--- src/rtl/fft_consts.sv ---
// Shared constants, types and helpers for the FFT frame sequencer.
package fft_consts;

  localparam int N_LOG2     = 10;
  localparam int DW         = 16;
  localparam int DW_COMPLEX = 2 * DW;

  // Complex sample, real part in the upper half of the packed word.
  typedef struct packed {
    logic [DW-1:0] r;
    logic [DW-1:0] i;
  } complex_t;

  typedef enum logic [2:0] {
    IDLE   = 3'd0,
    LOAD   = 3'd1,
    ZFILL  = 3'd2,
    START  = 3'd3,
    RUN    = 3'd4,
    UNLOAD = 3'd5
  } seq_state_t;

  // Mirror the address bits: sample k of a frame lives at bitrev(k).
  function automatic logic [N_LOG2-1:0] bitrev(input logic [N_LOG2-1:0] a);
    logic [N_LOG2-1:0] rev;
    rev = '0;
    for (int b = 0; b < N_LOG2; b++) begin
      rev[b] = a[N_LOG2-1-b];
    end
    return rev;
  endfunction

endpackage

--- src/rtl/fft_out_buf.sv ---
// Two-entry FIFO feeding the spectrum output stream. The head entry drives
// out_data straight from a register, so data holds while the sink stalls.
module fft_out_buf #(
  parameter int W = 33
) (
  input  logic         clk,
  input  logic         rst,
  input  logic         in_valid,
  input  logic [W-1:0] in_data,
  output logic         out_valid,
  input  logic         out_ready,
  output logic [W-1:0] out_data,
  output logic [1:0]   occ
);

  logic [W-1:0] mem0;
  logic [W-1:0] mem1;
  logic         rd_ptr;
  logic         wr_ptr;
  logic [1:0]   count;
  logic         push;
  logic         pop;

  // The producer never offers data into a full buffer; the guard keeps the
  // storage consistent even if it did.
  assign push      = in_valid && (count != 2'd2);
  assign pop       = out_valid && out_ready;
  assign out_valid = (count != 2'd0);
  assign out_data  = rd_ptr ? mem1 : mem0;
  assign occ       = count;

  // Storage, pointers and occupancy.
  always_ff @(posedge clk) begin
    if (rst) begin
      mem0   <= '0;
      mem1   <= '0;
      rd_ptr <= 1'b0;
      wr_ptr <= 1'b0;
      count  <= 2'd0;
    end else begin
      if (push) begin
        if (wr_ptr) mem1 <= in_data;
        else        mem0 <= in_data;
        wr_ptr <= ~wr_ptr;
      end
      if (pop) begin
        rd_ptr <= ~rd_ptr;
      end
      count <= count + {1'b0, push} - {1'b0, pop};
    end
  end

endmodule

--- src/rtl/fft_frame_sequencer.sv ---
// Frame controller around the 1024-point FFT core: loads a frame into bank 0
// in bit-reversed order, runs the core, then streams the spectrum out.
//
// Streams: a beat transfers on a rising edge where valid && ready are both
// high. A source holds valid and data steady until the transfer; a sink may
// raise or drop ready freely.
module fft_frame_sequencer
  import fft_consts::*;
#(
  parameter int DONE_TIMEOUT = 16384
) (
  input  logic                  clk,
  input  logic                  rst,
  input  logic                  s_valid,
  output logic                  s_ready,
  input  logic [DW_COMPLEX-1:0] s_data,
  input  logic                  s_last,
  output logic                  m_valid,
  input  logic                  m_ready,
  output logic [DW_COMPLEX-1:0] m_data,
  output logic                  m_last,
  output logic                  core_start,
  input  logic                  core_done,
  output logic                  hp_en,
  output logic                  hp_we,
  output logic                  hp_bank,
  output logic [N_LOG2-1:0]     hp_addr,
  output logic [DW_COMPLEX-1:0] hp_din,
  input  logic [DW_COMPLEX-1:0] hp_dout,
  output logic                  busy,
  output logic                  frame_done,
  output logic                  frame_err,
  output logic                  timeout_err,
  output logic [2:0]            dbg_state
);

  localparam int N  = 1 << N_LOG2;
  localparam int TW = $clog2(DONE_TIMEOUT) + 1;
  localparam logic [N_LOG2:0] LAST_IDX = (N_LOG2 + 1)'(N - 1);
  localparam logic [TW-1:0]   TO_LAST  = TW'(DONE_TIMEOUT - 1);
  // The core leaves the spectrum in the bank its final pass wrote.
  localparam logic            RES_BANK = 1'(N_LOG2 % 2);

  seq_state_t        state;
  logic [N_LOG2:0]   k_cnt;
  logic [N_LOG2:0]   j_cnt;
  logic [TW-1:0]     run_cnt;
  logic              rd_pend;
  logic              rd_pend_last;
  logic              frame_done_r;
  logic              frame_err_r;
  logic              timeout_err_r;
  logic              s_fire;
  logic              m_pop;
  logic              rd_issue;
  logic [1:0]        buf_occ;
  logic [2:0]        room_cnt;
  logic              buf_valid;
  logic [DW_COMPLEX:0] buf_data;
  complex_t          zero_word;

  assign zero_word = '0;

  assign s_ready     = (state == LOAD);
  assign busy        = (state != IDLE);
  assign core_start  = (state == START);
  assign frame_done  = frame_done_r;
  assign frame_err   = frame_err_r;
  assign timeout_err = timeout_err_r;
  assign dbg_state   = state;

  assign s_fire  = s_ready && s_valid;
  assign m_pop   = buf_valid && m_ready;
  assign m_valid = buf_valid;
  assign m_data  = buf_data[DW_COMPLEX-1:0];
  assign m_last  = buf_valid && buf_data[DW_COMPLEX];

  // Entries the buffer will hold once this cycle's pop and the read already
  // in flight settle; a new read is only issued if that leaves a free slot,
  // which keeps the buffer from overflowing yet sustains one beat per cycle.
  assign room_cnt = {1'b0, buf_occ} - {2'b00, m_pop} + {2'b00, rd_pend};
  assign rd_issue = (state == UNLOAD) && !j_cnt[N_LOG2] && (room_cnt < 3'd2);

  // Host RAM port mux: writes during LOAD/ZFILL, reads during UNLOAD, idle
  // otherwise so the core owns the RAMs while it runs.
  always_comb begin
    hp_en   = 1'b0;
    hp_we   = 1'b0;
    hp_bank = 1'b0;
    hp_addr = '0;
    hp_din  = '0;
    case (state)
      LOAD: begin
        hp_en   = s_fire;
        hp_we   = s_fire;
        hp_addr = bitrev(k_cnt[N_LOG2-1:0]);
        hp_din  = s_data;
      end
      ZFILL: begin
        hp_en   = 1'b1;
        hp_we   = 1'b1;
        hp_addr = bitrev(k_cnt[N_LOG2-1:0]);
        hp_din  = zero_word;
      end
      UNLOAD: begin
        hp_en   = rd_issue;
        hp_bank = RES_BANK;
        hp_addr = j_cnt[N_LOG2-1:0];
      end
      default: ;
    endcase
  end

  // Frame sequencing FSM with its counters and status flags.
  always_ff @(posedge clk) begin
    if (rst) begin
      state         <= IDLE;
      k_cnt         <= '0;
      j_cnt         <= '0;
      run_cnt       <= '0;
      rd_pend       <= 1'b0;
      rd_pend_last  <= 1'b0;
      frame_done_r  <= 1'b0;
      frame_err_r   <= 1'b0;
      timeout_err_r <= 1'b0;
    end else begin
      frame_done_r <= 1'b0;
      rd_pend      <= rd_issue;
      rd_pend_last <= (j_cnt == LAST_IDX);
      case (state)
        IDLE: begin
          if (s_valid) begin
            state         <= LOAD;
            k_cnt         <= '0;
            frame_err_r   <= 1'b0;
            timeout_err_r <= 1'b0;
          end
        end
        LOAD: begin
          if (s_fire) begin
            k_cnt <= k_cnt + 1'b1;
            if (k_cnt == LAST_IDX) begin
              state <= START;
              if (!s_last) frame_err_r <= 1'b1;
            end else if (s_last) begin
              frame_err_r <= 1'b1;
              state       <= ZFILL;
            end
          end
        end
        ZFILL: begin
          k_cnt <= k_cnt + 1'b1;
          if (k_cnt == LAST_IDX) state <= START;
        end
        START: begin
          state   <= RUN;
          run_cnt <= '0;
        end
        RUN: begin
          if (core_done) begin
            state <= UNLOAD;
            j_cnt <= '0;
          end else if (run_cnt == TO_LAST) begin
            timeout_err_r <= 1'b1;
            state         <= IDLE;
          end else begin
            run_cnt <= run_cnt + 1'b1;
          end
        end
        UNLOAD: begin
          if (rd_issue) j_cnt <= j_cnt + 1'b1;
          if (m_pop && buf_data[DW_COMPLEX]) begin
            frame_done_r <= 1'b1;
            state        <= IDLE;
          end
        end
        default: state <= IDLE;
      endcase
    end
  end

  fft_out_buf #(
    .W (DW_COMPLEX + 1)
  ) u_out_buf (
    .clk       (clk),
    .rst       (rst),
    .in_valid  (rd_pend),
    .in_data   ({rd_pend_last, hp_dout}),
    .out_valid (buf_valid),
    .out_ready (m_ready),
    .out_data  (buf_data),
    .occ       (buf_occ)
  );

endmodule
--- config.mk ---
export PLATFORM = sky130hd
export DESIGN_NAME = fft_frame_sequencer
export DESIGN_NICKNAME = d
export VERILOG_FILES = /design/src/rtl/fft_consts.sv /design/src/rtl/fft_out_buf.sv /design/src/rtl/fft_frame_sequencer.sv
export SDC_FILE = /design/constraint.sdc
export NUM_CORES = 1
export LEC_CHECK = 0
export ABC_AREA = 0
export CAP_MARGIN = 20
export CORE_ASPECT_RATIO = 0.9
export CORE_MARGIN = 4
export CORE_UTILIZATION = 48
export CTS_CLUSTER_DIAMETER = 40
export DETAILED_ROUTE_END_ITERATION = 10
export PLACE_DENSITY_LB_ADDON = 0.25
export RECOVER_POWER = 25
export SYNTH_ARGS = -nofsm -noshare
export SYNTH_HDL_FRONTEND = slang
export SYNTH_SLANG_ARGS = --single-unit
--- constraint.sdc ---
create_clock -name clk -period 3.2 [get_ports clk]
set_input_delay 0.8 -clock clk [delete_from_list [all_inputs] [get_ports clk]]
set_output_delay 0.8 -clock clk [all_outputs]
set_load 0.02 [all_outputs]
==> metrics.yaml <==
postCtsHoldBufs: 0
crit_required_ns: 2.40
slowest_delay_ns: 0.53
rows: 36
yosysTopAreaCell: "dfxtp_1"
period_minus_slack_ns: 3.16
path_max_fanout: 2
track_usage_pct: 25.0
reg2regPathDepth: 19
leakage_nw: 2.98
min_period_over_period_pct: 98.7
antenna_found_initial: 0
grt_pass1_wl_um: 26100
yosysMostFrequentCell: "nand2_1"
layout-drive-gt1-share_pct: 14.9
syn2layout_area_growth_pct: 47.8
regArea_sq_um: 2300
synth.distinct_cells: 59
seq_area_frac_synth_pct: 42.6
max_slew.worst_pin.slew_ns: 1.72
status: "finished, violations left"
hp-class: "register to register"
drc: 0
die_h_um: 109
cts_root_buf: "clkbuf_16"
yosysWarningCount: 0
n_antenna_cell: 0
synth_common_cells: "161 x nand2_1, 115 x dfxtp_1, 77 x a21oi_1"
hpwl_um: 11000
endpoint_kind: "output pin"
detail-route-antenna-nets: 0
num_vias: 5326
clk_latency_ns: 0.41
drt_wl_total_um: 16400
cts-buffers-inserted: 17
fillerInstances: 827
grt_pass1_vias: 5312
crit_chain: "buf_6, o21a_4, ha_4, inv_2, nand2_2, fa_2, nor2b_4, nand3_2, nand2_2, buf_6"
max_slew_margin_pct: -14.4
grt_overflow: 0
routed_via_density: 5.34
max_freq_mhz: 317
yosys_register_bits: 115
htree_levels: 4
multiInputGateArea_sq_um: 2930
async_flop_share_pct: 0
synth.top_cell.area_share_pct: 42.6
max_cap_viol_count: 1
cp_slowest_cell: "fa_2"
power.total_mw: 5.33
final_hold_viol_count: 0
drt-pass1-iter-count: 6
yosys-top-cells-area: "dfxtp_1 43%, nand2_1 11%, a21oi_1 7.1%"
synth_cells: 662
place_inst: 951
slew_violations: 87
clkTransAtPathRegs_ns: 0.05
grt_max_degree: 87
ir_drop_v: 0.000589
synth_fp_nets: 739
core_sq_um: 10900
dieArea_sq_um: 13000
syn_area_sq_um: 5410
cts_tree: "yes"
avgSynthCellArea_sq_um: 8.16
worst_setup_path_start_kind: "primary input"
io_buffers: 156
finalWorstSetupSlack_ns: 0.0430
setup_viol: 0
initial_core_util_pct: 49.6
finalNonFillerCells: 998
pre_cts_ws_ns: -0.842
place.gp.congestion: 0.866
fin_skew_ns: 0.00694
cts_num_sinks: 115
synthFlopType: "dfxtp_1"
nNetsFinal: 911
drt_iter0_markers: 342
holdPathStages: 2
crit_type: "primary input to output pin"
critPathArrivalTime_ns: 2.36
cts_buffer_depth: 2
synth-edff-count: 0
io_pins: 158
p_per_area_nw_per_um2: 667
wl_per_cell_um: 16.5
die_x_um: 120
violations: "max-capacitance violations, max-slew violations"
hold_ws_ns: 0.450
-- where the power goes --
part           internal, mW  total (mW)  switching (mW)  leakage [nW]
clock                  1.41        2.05           0.641         0.309
sequential             1.48        1.55          0.0642         0.927
combinational         0.874        1.73           0.854          1.74
-- worst max-delay path, delay by kind of cell --
kind / cells / cell delay [ns]
AOI/OAI and AO/OA: 1 / 0.12
adders and majority gates: 2 / 0.75
buffers and inverters: 3 / 0.26
and+or+nand+nor: 4 / 0.40
-- worst paths after layout --
path | startpoint | slack [ns] | to
setup / recovery | m_ready | 0.04 | hp_en
hold / removal | u_out_buf.mem1[5] | 0.45 | u_out_buf.mem1[5]
setup reg to reg | u_out_buf.occ[1] | 0.09 | dbg_state[0]
hold reg to reg | u_out_buf.mem1[5] | 0.45 | u_out_buf.mem1[5]
-- logic make-up (layout without fill, tap and decap cells) --
| family | after synthesis | count (layout) | synth area share (%) |
|---|---|---|---|
| AO/OA/AOI/OAI | 114 | 114 | 12.6 |
| AND/OR/NAND/NOR | 305 | 305 | 26.8 |
| other | 1 | 1 | 0.0694 |
| buffers and inverters | 55 | 239 | 4.00 |
| flip-flops | 115 | 115 | 42.6 |
| XOR/XNOR | 29 | 29 | 4.70 |
| adder cells (fa/ha/maj) | 7 | 7 | 1.76 |
| multiplexers | 36 | 36 | 7.48 |
-- through the flow --
step | util, % | cell area, sq um | setup TNS, ns
4_1_cts | 72.9 | 7940 | -0.0202
5_1_grt | 73.3 | 7990 | -0.0335
3_3_place_gp | 65.8 | 7180 | -1.08
6_report | 73.3 | 7990 | 0
3_5_place_dp | 65.8 | 7180 | -1.91
2_1_floorplan | - | 5410 | 0
-- area by class of cell --
type	count	area share, %
Inverter	12	0.564
Clock inverter	10	2.26
Multi-Input combinational cell	492	36.7
Sequential cell	115	28.9
Tap cell	152	2.38
Timing Repair Buffer	196	23.4
Clock buffer	21	5.76
-- layout by cell type, fill, tap and decap left out, drive strengths merged, types with 9 or more instances in the layout --
cell,instances
buf,41
nand2,161
a21oi,77
clkbuf,23
a22o,10
nand3,9
xnor2,16
nand4,12
and2,36
dfxtp,115
nor2,43
inv,11
xor2,13
clkdlybuf4s50,151
mux2,35
-- flip-flops by register name (all words and copies together), names as in the netlist --
name	cells
frame_err	1
j_cnt	11
u_out_buf.mem0	33
frame_done	1
dbg_state	3
rd_pend_last	1
timeout_err	1
rd_pend	1
u_out_buf.rd_ptr	1
run_cnt	15
k_cnt	11
u_out_buf.occ	2
u_out_buf.wr_ptr	1
u_out_buf.mem1	33
-- repair_timing --
item,in CTS,in global routing
buffers inserted,13,3
resized for setup,17,10
pin swaps,4,3
setup endpoints to repair,1,45
-- layer usage --
layer | part of all wire [%] | wire [um] | GRT usage, % | vias up
li1 | - | - | - | 2579
met3 | 5.9 | 968 | 6.48 | 31
met2 | 52 | 8520 | 46.1 | 186
met4 | 1.9 | 317 | 8.01 | 0
met1 | 40 | 6620 | 28.3 | 2530
met5 | 0 | 0 | 0 | -
Note: power is estimated with default switching activity, not from simulation.
